**src/rtl/psram_pkg.sv**
```systemverilog
// rtl/psram_pkg.sv - shared constants, state encoding and data helpers for the QPI PSRAM initiator
package psram_pkg;

  localparam logic [7:0] PSRAM_CMD_WR = 8'h38;
  localparam logic [7:0] PSRAM_CMD_RD = 8'hEB;
  localparam int         CMD_SCK      = 8;
  localparam int         ADDR_SCK     = 6;

  typedef enum logic [2:0] {
    ST_IDLE,
    ST_CMD,
    ST_ADDR,
    ST_WDATA,
    ST_RDATA,
    ST_GAP,
    ST_RESP
  } psram_state_t;

  // Byte 0 ends up in the top byte so the quad shifter can emit MSB-first.
  function automatic logic [31:0] psram_byte_swap(input logic [31:0] d);
    return {d[7:0], d[15:8], d[23:16], d[31:24]};
  endfunction

  // Captured nibbles arrive first-byte-highest; place byte i at [8i+7:8i], zero the rest.
  function automatic logic [31:0] psram_pack_rdata(input logic [31:0] rx, input logic [1:0] len);
    logic [31:0] r;
    r = '0;
    for (int i = 0; i < 4; i++) begin
      if (i <= int'(len)) r[8*i +: 8] = rx[8*(int'(len) - i) +: 8];
    end
    return r;
  endfunction

endpackage

```
**src/rtl/psram_qpi_shift.sv**
```systemverilog
// rtl/psram_qpi_shift.sv - nibble shift/capture unit: serial LSB-first or quad MSB-first transmit, quad receive
module psram_qpi_shift (
  input  logic        i_clock,
  input  logic        i_reset,
  input  logic        i_load,
  input  logic        i_load_quad,
  input  logic [31:0] i_load_data,
  input  logic        i_shift,
  input  logic        i_capture,
  input  logic [3:0]  i_dio_in,
  output logic [3:0]  o_dio_out,
  output logic [31:0] o_rx_data
);

  logic [31:0] r_tx;
  logic [31:0] r_rx;
  logic        r_quad;

  always_ff @(posedge i_clock or posedge i_reset) begin
    if (i_reset) begin
      r_tx   <= '0;
      r_rx   <= '0;
      r_quad <= 1'b0;
    end else begin
      if (i_load) begin
        r_tx   <= i_load_data;
        r_quad <= i_load_quad;
      end else if (i_shift) begin
        r_tx <= r_quad ? {r_tx[27:0], 4'h0} : {1'b0, r_tx[31:1]};
      end
      if (i_capture) r_rx <= {r_rx[27:0], i_dio_in};
    end
  end

  assign o_dio_out = r_quad ? r_tx[31:28] : {3'b000, r_tx[0]};
  assign o_rx_data = r_rx;

endmodule

```
**src/rtl/psram_qpi_ctrl.sv**
```systemverilog
// rtl/psram_qpi_ctrl.sv - QPI PSRAM initiator: one request becomes one cmd/addr/data transaction
module psram_qpi_ctrl
  import psram_pkg::*;
#(
  parameter int CE_GAP = 2,
  parameter int ADDR_W = 24
) (
  input  logic              i_clock,
  input  logic              i_reset,
  input  logic              i_req_valid,
  output logic              o_req_ready,
  input  logic              i_req_write,
  input  logic [ADDR_W-1:0] i_req_addr,
  input  logic [1:0]        i_req_len,
  input  logic [31:0]       i_req_wdata,
  output logic              o_resp_valid,
  input  logic              i_resp_ready,
  output logic [31:0]       o_resp_rdata,
  output logic              o_psram_sck,
  output logic              o_psram_ce_n,
  output logic [3:0]        o_psram_dio_out,
  output logic [3:0]        o_psram_dio_oe,
  input  logic [3:0]        i_psram_dio_in
);

  psram_state_t      r_state;
  logic              r_write;
  logic [ADDR_W-1:0] r_addr;
  logic [1:0]        r_len;
  logic [31:0]       r_wdata;
  logic [7:0]        r_cnt;
  logic              r_sck;
  logic              r_ce_n;
  logic [3:0]        r_oe;
  logic              r_req_ready;
  logic              r_resp_valid;
  logic [31:0]       r_resp_rdata;

  logic [7:0]        w_last;
  logic              w_active;
  logic              w_slot_end;
  logic              w_load;
  logic              w_load_quad;
  logic [31:0]       w_load_data;
  logic [31:0]       w_rx;

  assign w_active   = (r_state == ST_CMD) || (r_state == ST_ADDR) ||
                      (r_state == ST_WDATA) || (r_state == ST_RDATA);
  assign w_slot_end = w_active && r_sck && (r_cnt == w_last);

  always_comb begin
    w_last = 8'd0;
    case (r_state)
      ST_CMD:  w_last = 8'(CMD_SCK - 1);
      ST_ADDR: w_last = 8'(ADDR_SCK - 1);
      default: w_last = {5'd0, r_len, 1'b1};
    endcase
  end

  // New phase data is loaded on the sck falling edge that ends the previous phase.
  always_comb begin
    w_load      = 1'b0;
    w_load_quad = 1'b0;
    w_load_data = '0;
    if (r_state == ST_IDLE && i_req_valid) begin
      w_load      = 1'b1;
      w_load_data = {24'd0, i_req_write ? PSRAM_CMD_WR : PSRAM_CMD_RD};
    end else if (w_slot_end) begin
      w_load = 1'b1;
      if (r_state == ST_CMD) begin
        w_load_quad = 1'b1;
        w_load_data = {24'(r_addr), 8'd0};
      end else if (r_state == ST_ADDR && r_write) begin
        w_load_quad = 1'b1;
        w_load_data = psram_byte_swap(r_wdata);
      end
    end
  end

  psram_qpi_shift u_shift (
    .i_clock     (i_clock),
    .i_reset     (i_reset),
    .i_load      (w_load),
    .i_load_quad (w_load_quad),
    .i_load_data (w_load_data),
    .i_shift     (w_active && r_sck && !w_slot_end),
    .i_capture   ((r_state == ST_RDATA) && !r_sck),
    .i_dio_in    (i_psram_dio_in),
    .o_dio_out   (o_psram_dio_out),
    .o_rx_data   (w_rx)
  );

  always_ff @(posedge i_clock or posedge i_reset) begin
    if (i_reset) begin
      r_state      <= ST_IDLE;
      r_write      <= 1'b0;
      r_addr       <= '0;
      r_len        <= '0;
      r_wdata      <= '0;
      r_cnt        <= '0;
      r_sck        <= 1'b0;
      r_ce_n       <= 1'b1;
      r_oe         <= 4'h0;
      r_req_ready  <= 1'b1;
      r_resp_valid <= 1'b0;
      r_resp_rdata <= '0;
    end else begin
      case (r_state)
        ST_IDLE: begin
          if (i_req_valid) begin
            r_write     <= i_req_write;
            r_addr      <= i_req_addr;
            r_len       <= i_req_len;
            r_wdata     <= i_req_wdata;
            r_cnt       <= '0;
            r_sck       <= 1'b0;
            r_ce_n      <= 1'b0;
            r_oe        <= 4'b0001;
            r_req_ready <= 1'b0;
            r_state     <= ST_CMD;
          end
        end
        ST_CMD, ST_ADDR, ST_WDATA, ST_RDATA: begin
          r_sck <= ~r_sck;
          if (r_sck) begin
            if (r_cnt == w_last) begin
              r_cnt <= '0;
              case (r_state)
                ST_CMD: begin
                  r_state <= ST_ADDR;
                  r_oe    <= 4'b1111;
                end
                ST_ADDR: begin
                  r_state <= r_write ? ST_WDATA : ST_RDATA;
                  r_oe    <= r_write ? 4'b1111 : 4'b0000;
                end
                default: begin
                  r_state <= ST_GAP;
                  r_ce_n  <= 1'b1;
                  r_oe    <= 4'b0000;
                end
              endcase
            end else begin
              r_cnt <= r_cnt + 8'd1;
            end
          end
        end
        ST_GAP: begin
          if (r_cnt == 8'(CE_GAP - 1)) begin
            r_cnt        <= '0;
            r_resp_valid <= 1'b1;
            r_resp_rdata <= r_write ? 32'd0 : psram_pack_rdata(w_rx, r_len);
            r_state      <= ST_RESP;
          end else begin
            r_cnt <= r_cnt + 8'd1;
          end
        end
        ST_RESP: begin
          if (i_resp_ready) begin
            r_resp_valid <= 1'b0;
            r_req_ready  <= 1'b1;
            r_state      <= ST_IDLE;
          end
        end
        default: r_state <= ST_IDLE;
      endcase
    end
  end

  assign o_req_ready    = r_req_ready;
  assign o_resp_valid   = r_resp_valid;
  assign o_resp_rdata   = r_resp_rdata;
  assign o_psram_sck    = r_sck;
  assign o_psram_ce_n   = r_ce_n;
  assign o_psram_dio_oe = r_oe;

endmodule

```
**config.mk**
```make
export PLATFORM = sky130hd
export DESIGN_NAME = psram_qpi_ctrl
export DESIGN_NICKNAME = d
export VERILOG_FILES = /design/src/rtl/psram_pkg.sv /design/src/rtl/psram_qpi_shift.sv /design/src/rtl/psram_qpi_ctrl.sv
export SDC_FILE = /design/constraint.sdc
export NUM_CORES = 1
export LEC_CHECK = 0
export ABC_AREA = 0
export BUFFER_PORTS_ARGS = -buffer_cell sky130_fd_sc_hd__buf_2
export CAP_MARGIN = 40
export CELL_PAD_IN_SITES_DETAIL_PLACEMENT = 0
export CELL_PAD_IN_SITES_GLOBAL_PLACEMENT = 1
export CORE_MARGIN = 2
export CORE_UTILIZATION = 46
export DETAILED_ROUTE_END_ITERATION = 6
export PLACE_DENSITY = 0.91
export SYNTH_ARGS = -nofsm -noshare
export SYNTH_HDL_FRONTEND = slang
export SYNTH_SLANG_ARGS = --single-unit
```
**constraint.sdc**
```tcl
create_clock -name i_clock -period 6.4 [get_ports i_clock]
set_input_delay 1.28 -clock i_clock [delete_from_list [all_inputs] [get_ports i_clock]]
set_output_delay 1.28 -clock i_clock [all_outputs]
set_load 0.02 [all_outputs]
```
* Word-level counts from Yosys, hierarchy flattened
Cells that the tools add are included.
** Operators by class
- Add/subtract/negate cells :: 4
- $lt $le $gt $ge :: 3
- Equal/unequal tests :: 14
- Shift-type cells :: 4
- Multiplexer cells :: 50
- Bitwise logic cells :: 1
- Reductions and logical operators :: 28
** Operator list (number)
- 32-bit 2-to-1 mux :: 8
- 32-bit by 6-bit indexed part select with 8-bit output :: 4
- 8-bit 2-to-1 mux :: 8
- 8-bit one-hot mux with 3 select lines :: 1
- 4-bit 2-to-1 mux :: 5
- 3-bit 2-to-1 mux :: 6
- 4-bit one-hot mux with 2 select lines :: 2
- 1-bit 2-to-1 mux :: 13
- 2-bit != test (second input constant) :: 6
- 3-bit one-hot mux with 2 select lines :: 2
- 3-bit one-hot mux with 4 select lines :: 1
- 5-bit AND reduction :: 2
- 3-bit equality test (second input constant) :: 3
- 3-bit AND reduction :: 3
- 8-bit by 1-bit adder with 8-bit output (second input constant) :: 1
- 8-bit by 1-bit equality test with 1-bit output (second input constant) :: 1
- 8-bit equality test :: 1
- 1-bit one-hot mux with 2 select lines :: 4
- 2-bit nonzero test :: 4
- 3-bit by 2-bit equality test with 1-bit output (second input constant) :: 2
- 1-bit logical AND :: 6
- 2-bit AND reduction :: 3
- 2-bit by 2-bit subtractor with 3-bit output (second input constant) :: 2
- 2-bit less-or-equal comparator (first input constant) :: 2
- 11 further kinds :: 14
** Storage, ports and cells
- Flip-flop bits (word level) :: 175
- Output and inout port bits :: 44
- Logic and storage cells :: 119

* Logic depth before layout (Yosys ltp)
- Word-level depth :: 10
- Mapped depth :: 11

* Hierarchy
A second synthesis with hierarchy kept.
** Second synthesis, totals
- Cells, all modules :: 908
- Area total of the unflattened synthesis :: 8898.5 um^2
** By module, submodules not included
- psram_qpi_ctrl :: times used 1, cells each 653, area each 5720.5 um^2, sequential area each 2705.1 um^2
- psram_qpi_shift :: times used 1, cells each 255, area each 3178.0 um^2, sequential area each 1626.6 um^2

* Least setup slack after synthesis
OpenSTA, ideal clock, no wires.
- Kind :: reg-to-reg
- From :: register r_len[0]
- To :: register r_resp_rdata[11], in the netlist o_resp_rdata[11]
- Data arrival time :: 2840 ps
- Setup slack :: 3427 ps
- Stages on the path, launching flop included :: 12
- Buffers on the path :: 6
- Clock period less this slack :: 2973 ps
- Cell sequence :: dfrtp_1 -> buf_4 -> buf_2 -> buf_2 -> buf_4 -> inv_1 -> ha_1 -> buf_2 -> buf_1 -> mux4_2 -> nand2_1 -> o21ai_0
** Between the ends
- Word-level cells in the longest chain between the ends :: 4
- Elaborated cells on any way between the ends :: 5
** RTL lines
- start: declaration :: line psram_qpi_ctrl.sv:29 : logic [1:0] r_len;
- start signal: assignment :: line psram_qpi_ctrl.sv:113 : r_len <= i_req_len;
- 2-bit by 1-bit subtractor with 3-bit output :: line psram_pkg.sv:29 : if (i <= int'(len)) r[8*i +: 8] = rx[8*(int'(len) - i) +: 8];
- 32-bit by 6-bit indexed part select with 8-bit output :: line psram_pkg.sv:29
- 8-bit 2-to-1 mux * :: line psram_pkg.sv:29
- 32-bit 2-to-1 mux * :: line psram_qpi_ctrl.sv:152 : r_resp_rdata <= r_write ? 32'd0 : psram_pack_rdata(w_rx, r_len);
- end signal: assignment :: line psram_qpi_ctrl.sv:152
- end: declaration :: line psram_qpi_ctrl.sv:37 : logic [31:0] r_resp_rdata;
Mark *: on every way between the ends. The rest lies on a longest branch, timed or not.
A chain may end at the register's enable or synchronous reset.

* Worst setup path after layout
- From :: register u_shift.r_quad
- To :: output o_psram_dio_out[1]
** Between the ends
- Word-level cells in the longest chain between the ends :: 1
** RTL lines
- start: declaration :: line psram_qpi_shift.sv:17 : logic r_quad;
- start signal: assignment :: line psram_qpi_shift.sv:27 : r_quad <= i_load_quad;
- 4-bit 2-to-1 mux :: line psram_qpi_shift.sv:35 : assign o_dio_out = r_quad ? r_tx[31:28] : {3'b000, r_tx[0]};
- end: declaration :: line psram_qpi_ctrl.sv:21 : output logic [3:0] o_psram_dio_out,
No other way between the ends.

==> results.py <==
metrics = {
    "run_status": {
        "status": "finished clean",
    },
    "clock_tree": {
        "cts_tree": "yes",
        "root_buffer": "clkbuf_16",
        "cts_max_level": 4,
        "clock-sinks": 173,
        "cts_setup_buffers": 0,
        "numCtsBuffers": 17,
        "ctsHoldBuffers": 0,
        "cts-resized-gates": 0,
        "clockBufferDepth": 2,
        "clock_latency_ps": 450,
        "clk_pin_slew_ps": 70,
    },
    "detailed_routing": {
        "dr.pass1.iters": 5,
        "vias_per_cell": 5.45,
        "drc": 0,
        "route.detailed.wl_per_inst_um": 16.3,
        "drt_iter0_drc": 602,
        "drt-total-wl_um": 20300,
        "ant_nets": 0,
        "num_vias": 6786,
    },
    "floorplan": {
        "start_util_pct": 46.8,
        "num_rows": 51,
        "ios": 111,
        "die_h_um": 145,
        "die_area_mm2": 0.0209,
        "core_area_mm2": 0.0194,
        "fp.dieW_um": 145,
    },
    "worst_setup_path": {
        "start_kind": "flip-flop",
        "critPathKind": "reg2out",
        "worstSetupEndpointType": "primary output",
        "rrSetupSlack_ps": 3540,
        "path_max_fanout": 40,
        "critPathArrivalTime_ps": 1930,
        "critPathRequiredTime_ps": 5120,
    },
    "global_route": {
        "overflow": 0,
        "grt_pass1_wl_um": 33200,
        "grt_util_all_layers_pct": 20.5,
        "grt_max_degree": 87,
        "first_global_vias": 6404,
        "grt_antenna_before_repair": 1,
    },
    "finish": {
        "final_cell_count_no_fill": 1244,
        "final_cell_mix": "nand2_1 (258), dfrtp_1 (170), buf_2 (110)",
        "n_antenna_cell": 0,
        "final_common_cell": "nand2_1",
        "fillers": 1736,
        "drive_above_1_share_pct": 27.0,
        "regArea_mm2": 0.00433,
        "multi_input_area_mm2": 0.00436,
        "final_nets": 1037,
        "synthToLayoutAreaGrowth_pct": 14.2,
    },
    "sta": {
        "finalCritPeriodShare_pct": 50.1,
        "tightest_slew_ps": 881,
        "setup_tns_ps": 0,
        "final.setup_skew_ps": 17.8,
        "min_period_ps": 3210,
        "max_slew_margin_pct": 41.3,
        "max_freq_mhz": 312,
        "drv_slew": 0,
        "setup_viol": 0,
        "rsz0062_at_grt": "no",
        "hold_violations": 0,
    },
    "synth": {
        "yosysWarnings": 0,
        "syn_avg_cell_area_um2": 10.2,
        "ys_ff_latch": 173,
        "synth_flop_cell": "dfrtp_1",
        "synth_edf_count": 0,
        "synth_fp_nets": 962,
        "synthCells": 891,
        "synth.distinct_cells": 74,
        "postSynth.asyncResetShare_pct": 100,
        "netlist_area_mm2": 0.00908,
        "ys_seq_area_share_pct": 47.7,
    },
    "power_and_ir_drop": {
        "ir_drop_mv": 0.324,
        "cellPowerDensity_mw_per_mm2": 486,
        "p_leak_nw": 4.92,
    },
    "placed_design": {
        "place_congestion": 0.821,
        "dp_hpwl_um": 13500,
        "place_inst": 1212,
        "portBuffers": 110,
    },
    "run": {
        "cap_violations": 0,
    },
    "worst_hold_path": {
        "hp-class": "reg2reg",
    },
}
## cell usage after synthesis, types with 3 or more instances
cell        n  area [µm²]
o211ai_1   19         143
buf_4       9        67.6
mux2_4      3        45.0
buf_6       7        78.8
o21ai_0    49         245
nor3_1      7        35.0
nor2b_1    16         100
a31oi_1     8        50.1
dfrtp_1   171        4280
nand3b_1    3        22.5
nand2_1   258         968
a22o_1     16         140
clkbuf_1   30         113
o21ai_2     5        43.8
a21oi_1    19        95.1
nand2b_1   10        62.6
mux4_2     24         541
nand3_1    19        95.1
mux2i_1    28         280
and2_1      4        25.0
nand4_1    16         100
a22oi_1    10        75.1
buf_2      18        90.1
mux2_1      3        33.8
nor2_1     21        78.8
mux2_2     45         507
ha_1        4        50.1
inv_1      12        45.0
a32oi_1     3        26.3
## logic make-up (layout without fill, tap and decap cells)
family | after synthesis | in the layout | synth area share, %
DFF | 173 | 173 | 47.7
xor gates and xnor gates | 6 | 6 | 1.07
and+or+nand+nor | 374 | 374 | 18.7
adders and majority gates | 4 | 4 | 0.551
buffers and inverters | 79 | 167 | 4.59
muxes | 103 | 103 | 15.5
AOI/OAI and AO/OA | 152 | 152 | 11.9
## metal layers
metal	vias to the layer above	global-route usage [%]	routed length (µm)
met4	2	6.18	332
li1	3270	-	-
met3	29	4.37	1100
met1	3269	28.1	9200
met2	216	32.8	9690
met5	-	0	9
## critical path: stages, from the launching register on
cell and delay (ps):
dfrtp_1 590, buf_4 480, and2_1 240, buf_2 170
## area by class of cell
class | count | area share (%)
inverters | 13 | 0.519
clock buffers | 18 | 4.24
repair buffers | 122 | 6.57
well taps | 265 | 3.20
flip-flops and latches | 173 | 41.8
multi-input cells | 639 | 42.0
clock inverters | 14 | 1.64
## per-stage QoR
stage | hold slack [ps] | total power (W) | instance area [µm²] | setup WS (ps) | utilization, %
finish | 473 | 0.00504 | 10400 | 3190 | 53.4
global route | 495 | 0.00538 | 10400 | 3100 | 53.4
CTS | 480 | 0.00506 | 10400 | 3200 | 53.4
detailed placement | 463 | 0.00398 | 9760 | 3280 | 50.3
global placement | 455 | 0.00390 | 9700 | 3290 | 50.0
floorplan | 445 | 0.00353 | 9080 | 435 | -
## registers in the layout (all words and copies together), names as in the netlist
| register | cells |
|---|---|
| o_psram_ce_n | 1 |
| o_psram_dio_oe | 2 |
| o_psram_sck | 1 |
| o_req_ready | 1 |
| o_resp_rdata | 32 |
| o_resp_valid | 1 |
| r_addr | 24 |
| r_cnt | 8 |
| r_len | 2 |
| r_state | 3 |
| r_wdata | 32 |
| r_write | 1 |
| u_shift.o_rx_data | 32 |
| u_shift.r_quad | 1 |
| u_shift.r_tx | 32 |
## final timing paths
| path | to | cells after the start | start |
|---|---|---|---|
| max in group asynchronous | r_len[0] | 3 | i_reset |
| worst min-delay path | o_resp_rdata[10] | 2 | o_resp_rdata[10] |
| worst max register to register | u_shift.r_tx[0] | 6 | r_state[1] |
| min in group asynchronous | r_addr[22] | 2 | i_reset |
| worst max-delay path | o_psram_dio_out[1] | 3 | u_shift.r_quad |
| worst min register to register | o_resp_rdata[10] | 2 | o_resp_rdata[10] |
## where the power goes
group | leakage (nW) | switching [W] | internal (W) | total [W]
sequential | 2.26 | 0.000371 | 0.00146 | 0.00183
clock | 0.300 | 0.000470 | 0.000602 | 0.00107
combinational | 2.36 | 0.00123 | 0.000901 | 0.00213
No activity file was read; power rests on OpenSTA's default activity.
